**config.mk**
```make
export PLATFORM = sky130hd
export DESIGN_NAME = lsu_mem_stage_flat
export DESIGN_NICKNAME = d
export VERILOG_FILES = /design/src/rtl/lsu_mem_stage_pkg.sv /design/src/rtl/lsu_mem_stage_if.sv /design/src/rtl/lsu_mem_stage_align.sv /design/src/rtl/lsu_mem_stage.sv /design/src/flat_wrapper.sv
export SDC_FILE = /design/constraint.sdc
export NUM_CORES = 1
export LEC_CHECK = 0
export CORE_MARGIN = 10
export CORE_UTILIZATION = 40
export CTS_CLUSTER_SIZE = 20
export DETAILED_ROUTE_END_ITERATION = 16
export GPL_ROUTABILITY_DRIVEN = 0
export PLACE_DENSITY = 0.86
export SLEW_MARGIN = 30
export SYNTH_ARGS = -nofsm -noshare
export SYNTH_HDL_FRONTEND = slang
export SYNTH_SLANG_ARGS = --single-unit
```
**constraint.sdc**
```tcl
create_clock -name clock -period 3.2 [get_ports clock]
set_clock_uncertainty 0.15 [all_clocks]
set_input_delay 0.64 -clock clock [delete_from_list [all_inputs] [get_ports clock]]
set_output_delay 0.64 -clock clock [all_outputs]
set_load 0.005 [all_outputs]
```
**src/rtl/lsu_mem_stage_pkg.sv**
```systemverilog
// Shared encodings for the load/store memory stage: access sizes, trap causes, FSM states.
package lsu_pkg;

    localparam int LSU_XLEN = 32;

    localparam logic [1:0] SZ_B = 2'd0;
    localparam logic [1:0] SZ_H = 2'd1;
    localparam logic [1:0] SZ_W = 2'd2;

    localparam logic [3:0] CAUSE_NONE     = 4'd0;
    localparam logic [3:0] CAUSE_LD_MISAL = 4'd4;
    localparam logic [3:0] CAUSE_LD_FAULT = 4'd5;
    localparam logic [3:0] CAUSE_ST_MISAL = 4'd6;
    localparam logic [3:0] CAUSE_ST_FAULT = 4'd7;

    typedef enum logic [1:0] {
        ST_IDLE = 2'd0,
        ST_REQ  = 2'd1,
        ST_WAIT = 2'd2,
        ST_RESP = 2'd3
    } lsu_state_e;

    // Map an access direction and failure kind onto the RISC-V trap cause.
    function automatic logic [3:0] fault_cause(input logic is_store, input logic is_misal);
        logic [3:0] cause;
        if (is_misal) begin
            cause = is_store ? CAUSE_ST_MISAL : CAUSE_LD_MISAL;
        end else begin
            cause = is_store ? CAUSE_ST_FAULT : CAUSE_LD_FAULT;
        end
        return cause;
    endfunction

endpackage

```
**src/rtl/lsu_mem_stage_if.sv**
```systemverilog
// Execute-side request, data-memory port and writeback response bundle of the load/store stage.
interface lsu_mem_stage_if;
    import lsu_pkg::*;

    logic                io_req_valid;
    logic                io_req_ready;
    logic [LSU_XLEN-1:0] io_req_addr;
    logic [LSU_XLEN-1:0] io_req_wdata;
    logic                io_req_cmd;
    logic [1:0]          io_req_size;
    logic                io_req_signed;
    logic [4:0]          io_req_rd;

    logic                io_mem_req_valid;
    logic                io_mem_req_ready;
    logic [LSU_XLEN-1:0] io_mem_req_addr;
    logic                io_mem_req_we;
    logic [3:0]          io_mem_req_wstrb;
    logic [LSU_XLEN-1:0] io_mem_req_wdata;
    logic                io_mem_resp_valid;
    logic [LSU_XLEN-1:0] io_mem_resp_rdata;
    logic                io_mem_resp_err;

    logic                io_resp_valid;
    logic [LSU_XLEN-1:0] io_resp_data;
    logic [4:0]          io_resp_rd;
    logic                io_resp_exc;
    logic [3:0]          io_resp_cause;

    // The load/store stage itself.
    modport slave (
        input  io_req_valid, io_req_addr, io_req_wdata, io_req_cmd,
        input  io_req_size, io_req_signed, io_req_rd,
        output io_req_ready,
        output io_mem_req_valid, io_mem_req_addr, io_mem_req_we,
        output io_mem_req_wstrb, io_mem_req_wdata,
        input  io_mem_req_ready, io_mem_resp_valid, io_mem_resp_rdata, io_mem_resp_err,
        output io_resp_valid, io_resp_data, io_resp_rd, io_resp_exc, io_resp_cause
    );

    // Execute stage, data memory and writeback seen together.
    modport master (
        output io_req_valid, io_req_addr, io_req_wdata, io_req_cmd,
        output io_req_size, io_req_signed, io_req_rd,
        input  io_req_ready,
        input  io_mem_req_valid, io_mem_req_addr, io_mem_req_we,
        input  io_mem_req_wstrb, io_mem_req_wdata,
        output io_mem_req_ready, io_mem_resp_valid, io_mem_resp_rdata, io_mem_resp_err,
        input  io_resp_valid, io_resp_data, io_resp_rd, io_resp_exc, io_resp_cause
    );

endinterface

```
**src/rtl/lsu_mem_stage_align.sv**
```systemverilog
// Combinational lane logic: store strobes and lane shift, misalignment check, load extract/extend.
module lsu_align
    import lsu_pkg::*;
(
    input  logic [1:0]          i_req_addr_lo,
    input  logic [1:0]          i_req_size,
    input  logic [LSU_XLEN-1:0] i_req_wdata,
    output logic [3:0]          o_wstrb,
    output logic [LSU_XLEN-1:0] o_wdata,
    output logic                o_misal,

    input  logic [1:0]          i_rsp_addr_lo,
    input  logic [1:0]          i_rsp_size,
    input  logic                i_rsp_signed,
    input  logic [LSU_XLEN-1:0] i_rdata,
    output logic [LSU_XLEN-1:0] o_load_data
);

    logic [LSU_XLEN-1:0] w_rshift;
    logic                w_sign_b;
    logic                w_sign_h;

    always_comb begin
        o_wstrb = 4'b0000;
        o_misal = 1'b0;
        case (i_req_size)
            SZ_B: o_wstrb = 4'b0001 << i_req_addr_lo;
            SZ_H: begin
                o_wstrb = 4'b0011 << i_req_addr_lo;
                o_misal = i_req_addr_lo[0];
            end
            SZ_W: begin
                o_wstrb = 4'b1111;
                o_misal = (i_req_addr_lo != 2'b00);
            end
            default: o_misal = 1'b1;
        endcase
    end

    // Store data is shifted into its byte lanes; strobes select the live bytes.
    assign o_wdata  = i_req_wdata << {i_req_addr_lo, 3'b000};

    assign w_rshift = i_rdata >> {i_rsp_addr_lo, 3'b000};
    assign w_sign_b = i_rsp_signed & w_rshift[7];
    assign w_sign_h = i_rsp_signed & w_rshift[15];

    always_comb begin
        o_load_data = w_rshift;
        case (i_rsp_size)
            SZ_B:    o_load_data = {{24{w_sign_b}}, w_rshift[7:0]};
            SZ_H:    o_load_data = {{16{w_sign_h}}, w_rshift[15:0]};
            default: o_load_data = w_rshift;
        endcase
    end

endmodule

```
**src/rtl/lsu_mem_stage.sv**
```systemverilog
// Single-outstanding load/store stage between execute and the data-memory port.
// Optional WAIT timeout enabled with `define LSU_TIMEOUT_EN.
module lsu_mem_stage
    import lsu_pkg::*;
#(
    parameter int XLEN           = 32,
    parameter int TIMEOUT_CYCLES = 64
) (
    input  logic           clock,
    input  logic           reset,
    lsu_mem_stage_if.slave bus
);

    lsu_state_e      r_state;

    logic [XLEN-1:0] r_mem_addr;
    logic [XLEN-1:0] r_mem_wdata;
    logic [3:0]      r_mem_wstrb;
    logic            r_mem_we;

    logic [1:0]      r_addr_lo;
    logic [1:0]      r_size;
    logic            r_signed;
    logic [4:0]      r_rd;

    logic [XLEN-1:0] r_resp_data;
    logic [4:0]      r_resp_rd;
    logic            r_resp_exc;
    logic [3:0]      r_resp_cause;

    logic            w_accept;
    logic [3:0]      w_wstrb;
    logic [XLEN-1:0] w_wdata;
    logic [XLEN-1:0] w_load_data;
    logic            w_misal;

`ifdef LSU_TIMEOUT_EN
    localparam logic [7:0] TIMEOUT_LAST = 8'(TIMEOUT_CYCLES - 1);
    logic [7:0]      r_wait_cnt;
`endif

    assign w_accept = bus.io_req_valid && (r_state == ST_IDLE);

    lsu_align u_align (
        .i_req_addr_lo (bus.io_req_addr[1:0]),
        .i_req_size    (bus.io_req_size),
        .i_req_wdata   (bus.io_req_wdata),
        .o_wstrb       (w_wstrb),
        .o_wdata       (w_wdata),
        .o_misal       (w_misal),
        .i_rsp_addr_lo (r_addr_lo),
        .i_rsp_size    (r_size),
        .i_rsp_signed  (r_signed),
        .i_rdata       (bus.io_mem_resp_rdata),
        .o_load_data   (w_load_data)
    );

    always_ff @(posedge clock or negedge reset) begin
        if (!reset) begin
            r_state      <= ST_IDLE;
            r_mem_addr   <= '0;
            r_mem_wdata  <= '0;
            r_mem_wstrb  <= 4'b0000;
            r_mem_we     <= 1'b0;
            r_addr_lo    <= 2'b00;
            r_size       <= 2'b00;
            r_signed     <= 1'b0;
            r_rd         <= 5'd0;
            r_resp_data  <= '0;
            r_resp_rd    <= 5'd0;
            r_resp_exc   <= 1'b0;
            r_resp_cause <= CAUSE_NONE;
`ifdef LSU_TIMEOUT_EN
            r_wait_cnt   <= 8'd0;
`endif
        end else begin
            case (r_state)
                ST_IDLE: begin
                    if (w_accept) begin
                        // Loads drive no strobes so the memory never sees a partial write.
                        r_mem_addr  <= {bus.io_req_addr[XLEN-1:2], 2'b00};
                        r_mem_we    <= bus.io_req_cmd;
                        r_mem_wstrb <= bus.io_req_cmd ? w_wstrb : 4'b0000;
                        r_mem_wdata <= w_wdata;
                        r_addr_lo   <= bus.io_req_addr[1:0];
                        r_size      <= bus.io_req_size;
                        r_signed    <= bus.io_req_signed;
                        r_rd        <= bus.io_req_rd;
                        if (w_misal) begin
                            r_resp_data  <= '0;
                            r_resp_rd    <= bus.io_req_cmd ? 5'd0 : bus.io_req_rd;
                            r_resp_exc   <= 1'b1;
                            r_resp_cause <= fault_cause(bus.io_req_cmd, 1'b1);
                            r_state      <= ST_RESP;
                        end else begin
                            r_state      <= ST_REQ;
                        end
                    end
                end

                ST_REQ: begin
                    if (bus.io_mem_req_ready) begin
                        r_state    <= ST_WAIT;
`ifdef LSU_TIMEOUT_EN
                        r_wait_cnt <= 8'd0;
`endif
                    end
                end

                ST_WAIT: begin
                    if (bus.io_mem_resp_valid) begin
                        r_resp_data  <= (bus.io_mem_resp_err || r_mem_we) ? '0 : w_load_data;
                        r_resp_rd    <= r_mem_we ? 5'd0 : r_rd;
                        r_resp_exc   <= bus.io_mem_resp_err;
                        r_resp_cause <= bus.io_mem_resp_err ? fault_cause(r_mem_we, 1'b0)
                                                            : CAUSE_NONE;
                        r_state      <= ST_RESP;
                    end
`ifdef LSU_TIMEOUT_EN
                    else if (r_wait_cnt == TIMEOUT_LAST) begin
                        // A silent memory is reported as an access fault.
                        r_resp_data  <= '0;
                        r_resp_rd    <= r_mem_we ? 5'd0 : r_rd;
                        r_resp_exc   <= 1'b1;
                        r_resp_cause <= fault_cause(r_mem_we, 1'b0);
                        r_state      <= ST_RESP;
                    end else begin
                        r_wait_cnt   <= r_wait_cnt + 8'd1;
                    end
`endif
                end

                ST_RESP: r_state <= ST_IDLE;

                default: r_state <= ST_IDLE;
            endcase
        end
    end

    assign bus.io_req_ready     = (r_state == ST_IDLE);
    assign bus.io_mem_req_valid = (r_state == ST_REQ);
    assign bus.io_mem_req_addr  = r_mem_addr;
    assign bus.io_mem_req_we    = r_mem_we;
    assign bus.io_mem_req_wstrb = r_mem_wstrb;
    assign bus.io_mem_req_wdata = r_mem_wdata;

    assign bus.io_resp_valid    = (r_state == ST_RESP);
    assign bus.io_resp_data     = r_resp_data;
    assign bus.io_resp_rd       = r_resp_rd;
    assign bus.io_resp_exc      = r_resp_exc;
    assign bus.io_resp_cause    = r_resp_cause;

endmodule

```
**src/flat_wrapper.sv**
```systemverilog
// flat-port wrapper written by rule: the top's interface ports become plain ports
module lsu_mem_stage_flat import lsu_pkg::*;
#(
    parameter int XLEN           = 32,
    parameter int TIMEOUT_CYCLES = 64
)
  (clock, reset, bus_io_req_valid, bus_io_req_addr, bus_io_req_wdata, bus_io_req_cmd, bus_io_req_size, bus_io_req_signed, bus_io_req_rd, bus_io_req_ready, bus_io_mem_req_valid, bus_io_mem_req_addr, bus_io_mem_req_we, bus_io_mem_req_wstrb, bus_io_mem_req_wdata, bus_io_mem_req_ready, bus_io_mem_resp_valid, bus_io_mem_resp_rdata, bus_io_mem_resp_err, bus_io_resp_valid, bus_io_resp_data, bus_io_resp_rd, bus_io_resp_exc, bus_io_resp_cause);
  lsu_mem_stage_if bus_i ();
  input  logic clock;
  input  logic reset;
  input wire logic [$bits(bus_i.io_req_valid)-1:0] bus_io_req_valid;
  input wire logic [$bits(bus_i.io_req_addr)-1:0] bus_io_req_addr;
  input wire logic [$bits(bus_i.io_req_wdata)-1:0] bus_io_req_wdata;
  input wire logic [$bits(bus_i.io_req_cmd)-1:0] bus_io_req_cmd;
  input wire logic [$bits(bus_i.io_req_size)-1:0] bus_io_req_size;
  input wire logic [$bits(bus_i.io_req_signed)-1:0] bus_io_req_signed;
  input wire logic [$bits(bus_i.io_req_rd)-1:0] bus_io_req_rd;
  output wire logic [$bits(bus_i.io_req_ready)-1:0] bus_io_req_ready;
  output wire logic [$bits(bus_i.io_mem_req_valid)-1:0] bus_io_mem_req_valid;
  output wire logic [$bits(bus_i.io_mem_req_addr)-1:0] bus_io_mem_req_addr;
  output wire logic [$bits(bus_i.io_mem_req_we)-1:0] bus_io_mem_req_we;
  output wire logic [$bits(bus_i.io_mem_req_wstrb)-1:0] bus_io_mem_req_wstrb;
  output wire logic [$bits(bus_i.io_mem_req_wdata)-1:0] bus_io_mem_req_wdata;
  input wire logic [$bits(bus_i.io_mem_req_ready)-1:0] bus_io_mem_req_ready;
  input wire logic [$bits(bus_i.io_mem_resp_valid)-1:0] bus_io_mem_resp_valid;
  input wire logic [$bits(bus_i.io_mem_resp_rdata)-1:0] bus_io_mem_resp_rdata;
  input wire logic [$bits(bus_i.io_mem_resp_err)-1:0] bus_io_mem_resp_err;
  output wire logic [$bits(bus_i.io_resp_valid)-1:0] bus_io_resp_valid;
  output wire logic [$bits(bus_i.io_resp_data)-1:0] bus_io_resp_data;
  output wire logic [$bits(bus_i.io_resp_rd)-1:0] bus_io_resp_rd;
  output wire logic [$bits(bus_i.io_resp_exc)-1:0] bus_io_resp_exc;
  output wire logic [$bits(bus_i.io_resp_cause)-1:0] bus_io_resp_cause;
  assign bus_i.io_req_valid = bus_io_req_valid;
  assign bus_i.io_req_addr = bus_io_req_addr;
  assign bus_i.io_req_wdata = bus_io_req_wdata;
  assign bus_i.io_req_cmd = bus_io_req_cmd;
  assign bus_i.io_req_size = bus_io_req_size;
  assign bus_i.io_req_signed = bus_io_req_signed;
  assign bus_i.io_req_rd = bus_io_req_rd;
  assign bus_io_req_ready = bus_i.io_req_ready;
  assign bus_io_mem_req_valid = bus_i.io_mem_req_valid;
  assign bus_io_mem_req_addr = bus_i.io_mem_req_addr;
  assign bus_io_mem_req_we = bus_i.io_mem_req_we;
  assign bus_io_mem_req_wstrb = bus_i.io_mem_req_wstrb;
  assign bus_io_mem_req_wdata = bus_i.io_mem_req_wdata;
  assign bus_i.io_mem_req_ready = bus_io_mem_req_ready;
  assign bus_i.io_mem_resp_valid = bus_io_mem_resp_valid;
  assign bus_i.io_mem_resp_rdata = bus_io_mem_resp_rdata;
  assign bus_i.io_mem_resp_err = bus_io_mem_resp_err;
  assign bus_io_resp_valid = bus_i.io_resp_valid;
  assign bus_io_resp_data = bus_i.io_resp_data;
  assign bus_io_resp_rd = bus_i.io_resp_rd;
  assign bus_io_resp_exc = bus_i.io_resp_exc;
  assign bus_io_resp_cause = bus_i.io_resp_cause;
  lsu_mem_stage #(.XLEN(XLEN), .TIMEOUT_CYCLES(TIMEOUT_CYCLES)) u_core (.clock(clock), .reset(reset), .bus(bus_i));
endmodule
```
-- Word level (Yosys, flattened, before mapping)
Cells that the tools add are included.
- add/sub/neg operators: 0
- multiply operators: 0
- divide/modulo/power cells: 0
- order comparisons: 0
- equal/unequal tests: 10
- shift operators: 4
- multiplexer cells: 31
- bitwise logic cells: 2
- reductions and logical operators: 10
- operators by type and width (cell ; number):
    $mux W32 ; 4
    $pmux W32 S2 ; 2
    $shl A32 B5 Y32 ; 1
    $shr A32 B5 Y32 ; 1
    $mux W5 ; 5
    $mux W4 ; 5
    $mux W2 ; 6
    $pmux W4 S3 ; 1
    $pmux W5 S2 ; 1
    $pmux W2 S4 ; 1
    $pmux W4 S2 ; 1
    $eq A2 B1 Y1 const B ; 3
    $eq A2 B2 Y1 const B ; 3
    $logic_not A2 Y1 ; 3
    $ne A2 B1 Y1 const B ; 3
    $reduce_and A4 Y1 ; 1
    $reduce_bool A2 Y1 ; 2
    $shl A1 B2 Y4 const A ; 1
    $shl A2 B2 Y4 const A ; 1
    $mux W1 ; 3
    $pmux W1 S3 ; 1
    $reduce_and A3 Y1 ; 1
    $and A1 B1 Y1 ; 2
    $ne A2 B2 Y1 const B ; 1
    other kinds (4) ; 4
- bits in registers: 121
- bits in latches: 0
- memory bits (writable): 0
- memory bits (read-only): 0
- input bits: 111
- output and inout port bits: 114
- logic and storage cells: 70
- memories kept: 0

-- Depth between registers and ports, before layout
- depth in word-level cells: 6
- mapped depth: 8

-- Modules after synthesis
Synthesis repeated with hierarchy kept, for this count alone.
- cells, all modules: 560
- area, all modules: 6251.0 sq um
- by module, submodules not included (module ; times used ; cells each ; area an instance (sq um) ; seq. area each (sq um)):
    lsu_mem_stage ; 1 ; 359 ; 4844.6 ; 2977.9
    lsu_align ; 1 ; 201 ; 1406.3 ; 0.0

-- Least setup slack after synthesis
OpenSTA, ideal clock, no wires.
- kind: reg-to-reg
- from: register u_core.r_state[0]
- to: register u_core.r_resp_cause[1] (netlist: u_core.bus.io_resp_cause[1])
- library setup time: 0.128 ns
- data arrival time: 1.758 ns
- slack: 1.165 ns
- cell stages (with the launch flop): 7
- clock period less this slack: 2.035 ns
- path through: dfrtp_1 > inv_1 > ha_1 > or2b_1 > a41oi_2 > buf_2 > mux2_1
- cells in the longest elaborated chain, start to end: 4
- elaborated cells between the ends (all ways): 9
- classes of those cells: eq/ne: 4; mux: 1; reduce/logical: 4
- RTL lines (element ; RTL line ; text):
    start: declaration ; lsu_mem_stage.sv:14 ; lsu_state_e r_state;
    start signal: assignment ; lsu_mem_stage.sv:60 ; r_state <= ST_IDLE;
    start signal: assignment ; lsu_mem_stage.sv:94 ; r_state <= ST_RESP;
    start signal: assignment ; lsu_mem_stage.sv:96 ; r_state <= ST_REQ;
    $logic_not A2 Y1 ; lsu_mem_stage.sv:42, lsu_mem_stage.sv:77 ;
    $logic_and A1 B1 Y1 ; lsu_mem_stage.sv:42 ; assign w_accept = bus.io_req_valid && (r_state == ST_IDLE);
    $ne A2 B1 Y1 (no source line) ; n/a ;
    $reduce_and A4 Y1 (no source line) ; n/a ;
    end signal: assignment ; lsu_mem_stage.sv:93 ; r_resp_cause <= fault_cause(bus.io_req_cmd, 1'b1);
    end signal: assignment ; lsu_mem_stage.sv:115 ; r_resp_cause <= bus.io_mem_resp_err ? fault_cause(r_mem_we, 1'b0)
    end: declaration ; lsu_mem_stage.sv:29 ; logic [3:0] r_resp_cause;
Parallel ways exist; a longest one is shown, timed or not.
A chain may end at the register's enable or synchronous reset.

-- Worst setup path after layout
- from: register u_core.r_state[0]
- to: output port bus_io_req_ready
- cells in the longest elaborated chain, start to end: 1
- RTL lines (element ; RTL line ; text):
    $logic_not A2 Y1 ; lsu_mem_stage.sv:140 ; assign bus.io_req_ready = (r_state == ST_IDLE);
    end: declaration ; flat_wrapper.sv:18 ; output wire logic [$bits(bus_i.io_req_ready)-1:0] bus_io_req_ready;
No other way between the ends.

==> report_table.html <==
<table>
<tr><th>Metric</th><th>Value</th></tr>
<tr><th colspan="2">Logic synthesis</th></tr>
<tr><td>Synthesized instance count</td><td>465</td></tr>
<tr><td>Synthesis warning total</td><td>0</td></tr>
<tr><td>Post-synthesis average cell area</td><td>12.1 um2</td></tr>
<tr><td>Number of enable flip-flop cells after synthesis</td><td>0</td></tr>
<tr><td>Sequential element share of the synthesized area</td><td>52.8%</td></tr>
<tr><td>Ys async rst share</td><td>100%</td></tr>
<tr><td>Number of unique standard cell types used by synthesis</td><td>45</td></tr>
<tr><td>Most frequent cells after synthesis</td><td>dfrtp_1, mux2_2, nand2_1</td></tr>
<tr><td>Biggest area consumer among synthesized cells</td><td>dfrtp_1</td></tr>
<tr><td>Cell with the most instances after synthesis</td><td>dfrtp_1</td></tr>
<tr><td>Cell area after technology mapping</td><td>0.00564 mm2</td></tr>
<tr><td>Top FF cell, synth</td><td>dfrtp_1</td></tr>
<tr><td>Cells taking the most area after synthesis</td><td>dfrtp_1, mux2_2, mux2i_1</td></tr>
<tr><td>Share of Yosys cell area claimed by the top area cell type</td><td>52.8%</td></tr>
<tr><td>Register bit count reported by yosys</td><td>119</td></tr>
<tr><th colspan="2">Drt</th></tr>
<tr><td>Via Count</td><td>4668</td></tr>
<tr><td>Remaining number of nets flagged by the antenna check after routing</td><td>0</td></tr>
<tr><td>Length of the first detailed-routing pass in iterations</td><td>4</td></tr>
<tr><td>Post-DR vias/cell</td><td>5.34</td></tr>
<tr><td>DRC violation count after routing</td><td>0</td></tr>
<tr><td>Average routed wire per standard cell</td><td>20.3 um</td></tr>
<tr><td>Drt total wl</td><td>17.7 mm</td></tr>
<tr><td>Drt initial violations</td><td>216</td></tr>
<tr><th colspan="2">Floorplan</th></tr>
<tr><td>Starting Density</td><td>40.8%</td></tr>
<tr><td>Floorplan die area</td><td>0.0192 mm2</td></tr>
<tr><td>CORE AREA</td><td>0.0138 mm2</td></tr>
<tr><td>I/O pin count</td><td>225</td></tr>
<tr><td>Die height</td><td>139 um</td></tr>
<tr><td>Number of core rows</td><td>43</td></tr>
<tr><td>Die Width</td><td>139 um</td></tr>
<tr><th colspan="2">Cells and area</th></tr>
<tr><td>N_diodes</td><td>0</td></tr>
<tr><td>Number of non-filler instances in the completed layout</td><td>874</td></tr>
<tr><td>Net count reported at finish</td><td>797</td></tr>
<tr><td>Post-synthesis to final-layout area growth</td><td>53.7%</td></tr>
<tr><td>Final Core Density</td><td>62.7%</td></tr>
<tr><td>Fraction of layout cells with a size suffix above 1</td><td>16.7%</td></tr>
<tr><th colspan="2">Placed design</th></tr>
<tr><td>Sum of net half-perimeters after detailed placement</td><td>13.3 mm</td></tr>
<tr><td>Total placed cells including tap cells</td><td>842</td></tr>
<tr><td>IO Port Bufs</td><td>221</td></tr>
<tr><th colspan="2">Run status</th></tr>
<tr><td>Outcome</td><td>completed</td></tr>
<tr><th colspan="2">GRT</th></tr>
<tr><td>Grt total ovfl</td><td>0</td></tr>
<tr><td>Wire length of the first global-routing pass</td><td>28.4 mm</td></tr>
<tr><td>Maximum number of pins on one net before global-route repair</td><td>120</td></tr>
<tr><td>Vias in the first global route</td><td>5088</td></tr>
<tr><td>Global Route Usage Sum</td><td>18.3%</td></tr>
<tr><td>Antenna violations before repair</td><td>0</td></tr>
<tr><th colspan="2">Critical path</th></tr>
<tr><td>CP endpoint kind</td><td>output port</td></tr>
<tr><td>Critical path launch point type</td><td>register</td></tr>
<tr><td>WP data arrival</td><td>1.91 ns</td></tr>
<tr><td>CP Class</td><td>register to output port</td></tr>
<tr><td>Worst-path maximum fanout</td><td>7</td></tr>
<tr><td>CP Data Required Time</td><td>2.41 ns</td></tr>
<tr><th colspan="2">Clock network</th></tr>
<tr><td>TritonCTS Buffers</td><td>17</td></tr>
<tr><td>Buffer type at the clock tree root</td><td>clkbuf_16</td></tr>
<tr><td>Post-cts sizing count</td><td>0</td></tr>
<tr><td># hold bufs at CTS</td><td>0</td></tr>
<tr><td>Maximum count of clock buffers along a single path</td><td>2</td></tr>
<tr><td>Sink Count</td><td>119</td></tr>
<tr><td>Clock tree from TritonCTS</td><td>yes</td></tr>
<tr><td>Clock transition at the registers of the reported paths</td><td>0.05 ns</td></tr>
<tr><td>H-tree Lvls</td><td>4</td></tr>
<tr><td>Setup Fix Bufs, Post-CTS</td><td>0</td></tr>
<tr><td>Clock Latency Late Sink</td><td>0.40 ns</td></tr>
<tr><th colspan="2">Timing</th></tr>
<tr><td>Pin slew with the least headroom to its limit</td><td>0.809 ns</td></tr>
<tr><td>Highest clock frequency the design can meet</td><td>370 MHz</td></tr>
<tr><td>Worst max-slew margin expressed relative to the limit</td><td>45.6%</td></tr>
<tr><td>Number of max-slew violations in the final report</td><td>0</td></tr>
<tr><td>Unrepaired setup endpoints after global routing</td><td>false</td></tr>
<tr><td>Fin crit share</td><td>84.5%</td></tr>
<tr><td>Endpoints failing hold</td><td>0</td></tr>
<tr><td>TNS Setup</td><td>0 ns</td></tr>
<tr><td>Shortest clock period the worst path allows after layout</td><td>2.70 ns</td></tr>
<tr><td>Total setup violations reported at the end of the flow</td><td>0</td></tr>
<tr><th colspan="2">Pwr</th></tr>
<tr><td>Cell Pwr Density</td><td>954 mW/mm2</td></tr>
<tr><td>Peak supply drop</td><td>0.000519 V</td></tr>
<tr><td>Sum of internal, switching and leakage power</td><td>8.27 mW</td></tr>
<tr><td>P_leak</td><td>3.66 nW</td></tr>
<tr><th colspan="2">Flow run</th></tr>
<tr><td>Max-cap violations</td><td>0</td></tr>
<tr><th colspan="2">Hold path</th></tr>
<tr><td>Path category of the worst min-delay check</td><td>input port to async pin</td></tr>
</table>
[per-stage QoR]
step	worst slack (ns)	hold WS, ns	area [um2]
3_5_place_dp	0.295	0.324	8020
6_report	0.495	0.155	8670
2_1_floorplan	1.16	0.194	5650
5_1_grt	0.416	0.230	8670
3_3_place_gp	0.400	0.318	8020
4_1_cts	0.465	0.196	8670
[area by class of cell]
type / instances / area, um2
multi-input combinational: 309 / 2500
clock inverter: 8 / 168
sequential: 119 / 2980
clock buffer: 24 / 482
fill: 1031 / 5160
timing repair buffer: 230 / 2300
tap: 180 / 225
inverter: 4 / 15.0
[layout by cell type, fill, tap and decap left out, types with 4 or more instances in the layout]
| cell type | count |
|---|---|
| mux2_2 | 61 |
| clkdlybuf4s50_1 | 219 |
| bufinv_16 | 5 |
| a22o_1 | 10 |
| nor2b_1 | 12 |
| nor2_1 | 24 |
| mux2i_1 | 25 |
| nand2_1 | 27 |
| inv_1 | 4 |
| clkbuf_1 | 4 |
| a22o_2 | 4 |
| a21oi_1 | 27 |
| a211oi_1 | 8 |
| o2bb2ai_1 | 15 |
| ha_1 | 5 |
| clkbuf_16 | 17 |
| mux2_1 | 9 |
| a221oi_1 | 8 |
| o21ai_1 | 13 |
| buf_4 | 8 |
| o21ai_0 | 12 |
| a221o_1 | 16 |
| dfrtp_1 | 119 |
[worst max-delay path, stage by stage, from the launching register on]
cell and delay, ns:
dfrtp_1 0.40, inv_1 0.13, ha_1 0.39, clkdlybuf4s50_1 0.59
[per-layer routing]
metal  track usage [%]  up-vias  part of all wire [%]
li1                  -     2150                     -
met1              20.2     2319                    39
met2              31.4      167                    51
met3              7.19       32                   7.6
met4              6.15        0                   1.9
met5                 0        -                     0
[worst paths after layout]
path	from	end	slack [ns]	depth (start not counted)
max	u_core.r_state[0]	bus_io_req_ready	0.50	3
min	reset	u_core.bus.io_mem_req_addr[18]	0.15	2
max reg2reg	u_core.r_state[0]	u_core.bus.io_resp_data[20]	0.70	6
min reg2reg	u_core.bus.io_mem_req_wdata[19]	u_core.bus.io_mem_req_wdata[19]	0.33	2
max in group asynchronous	reset	u_core.r_rd[1]	2.22	2
min in group clock	u_core.bus.io_mem_req_wdata[19]	u_core.bus.io_mem_req_wdata[19]	0.33	2
[cells by family (layout without fill, tap and decap cells)]
group           count (synthesis)  after routing  share of synthesized area [%]
compound gates                118            118                           15.3
mux                            96             96                           18.8
xor+xnor                        1              1                          0.155
fa+ha+maj                       5              5                           1.11
flops                         119            119                           52.8
other cells                     1              3                         0.0665
simple gates                   86             86                           8.43
buf+inv                        39            266                           3.28
[report_power, final]
group	switching (mW)	leakage [nW]	internal (mW)	total, mW
sequential	0.441	1.51	2.22	2.66
combinational	1.37	1.84	2.13	3.50
clock	0.670	0.314	1.44	2.11
total	2.48	3.66	5.79	8.27
[flip-flops by register name, summed over array words and instances, names as in the netlist]
name,cells
u_core.r_size,2
u_core.r_addr_lo,2
u_core.bus.io_mem_req_wstrb,4
u_core.bus.io_resp_rd,5
u_core.bus.io_mem_req_wdata,32
u_core.bus.io_mem_req_addr,30
u_core.r_state,2
u_core.r_signed,1
u_core.r_rd,5
u_core.bus.io_resp_cause,3
u_core.bus.io_resp_data,32
u_core.bus.io_mem_req_we,1
Power figures use the tool's default switching activity.
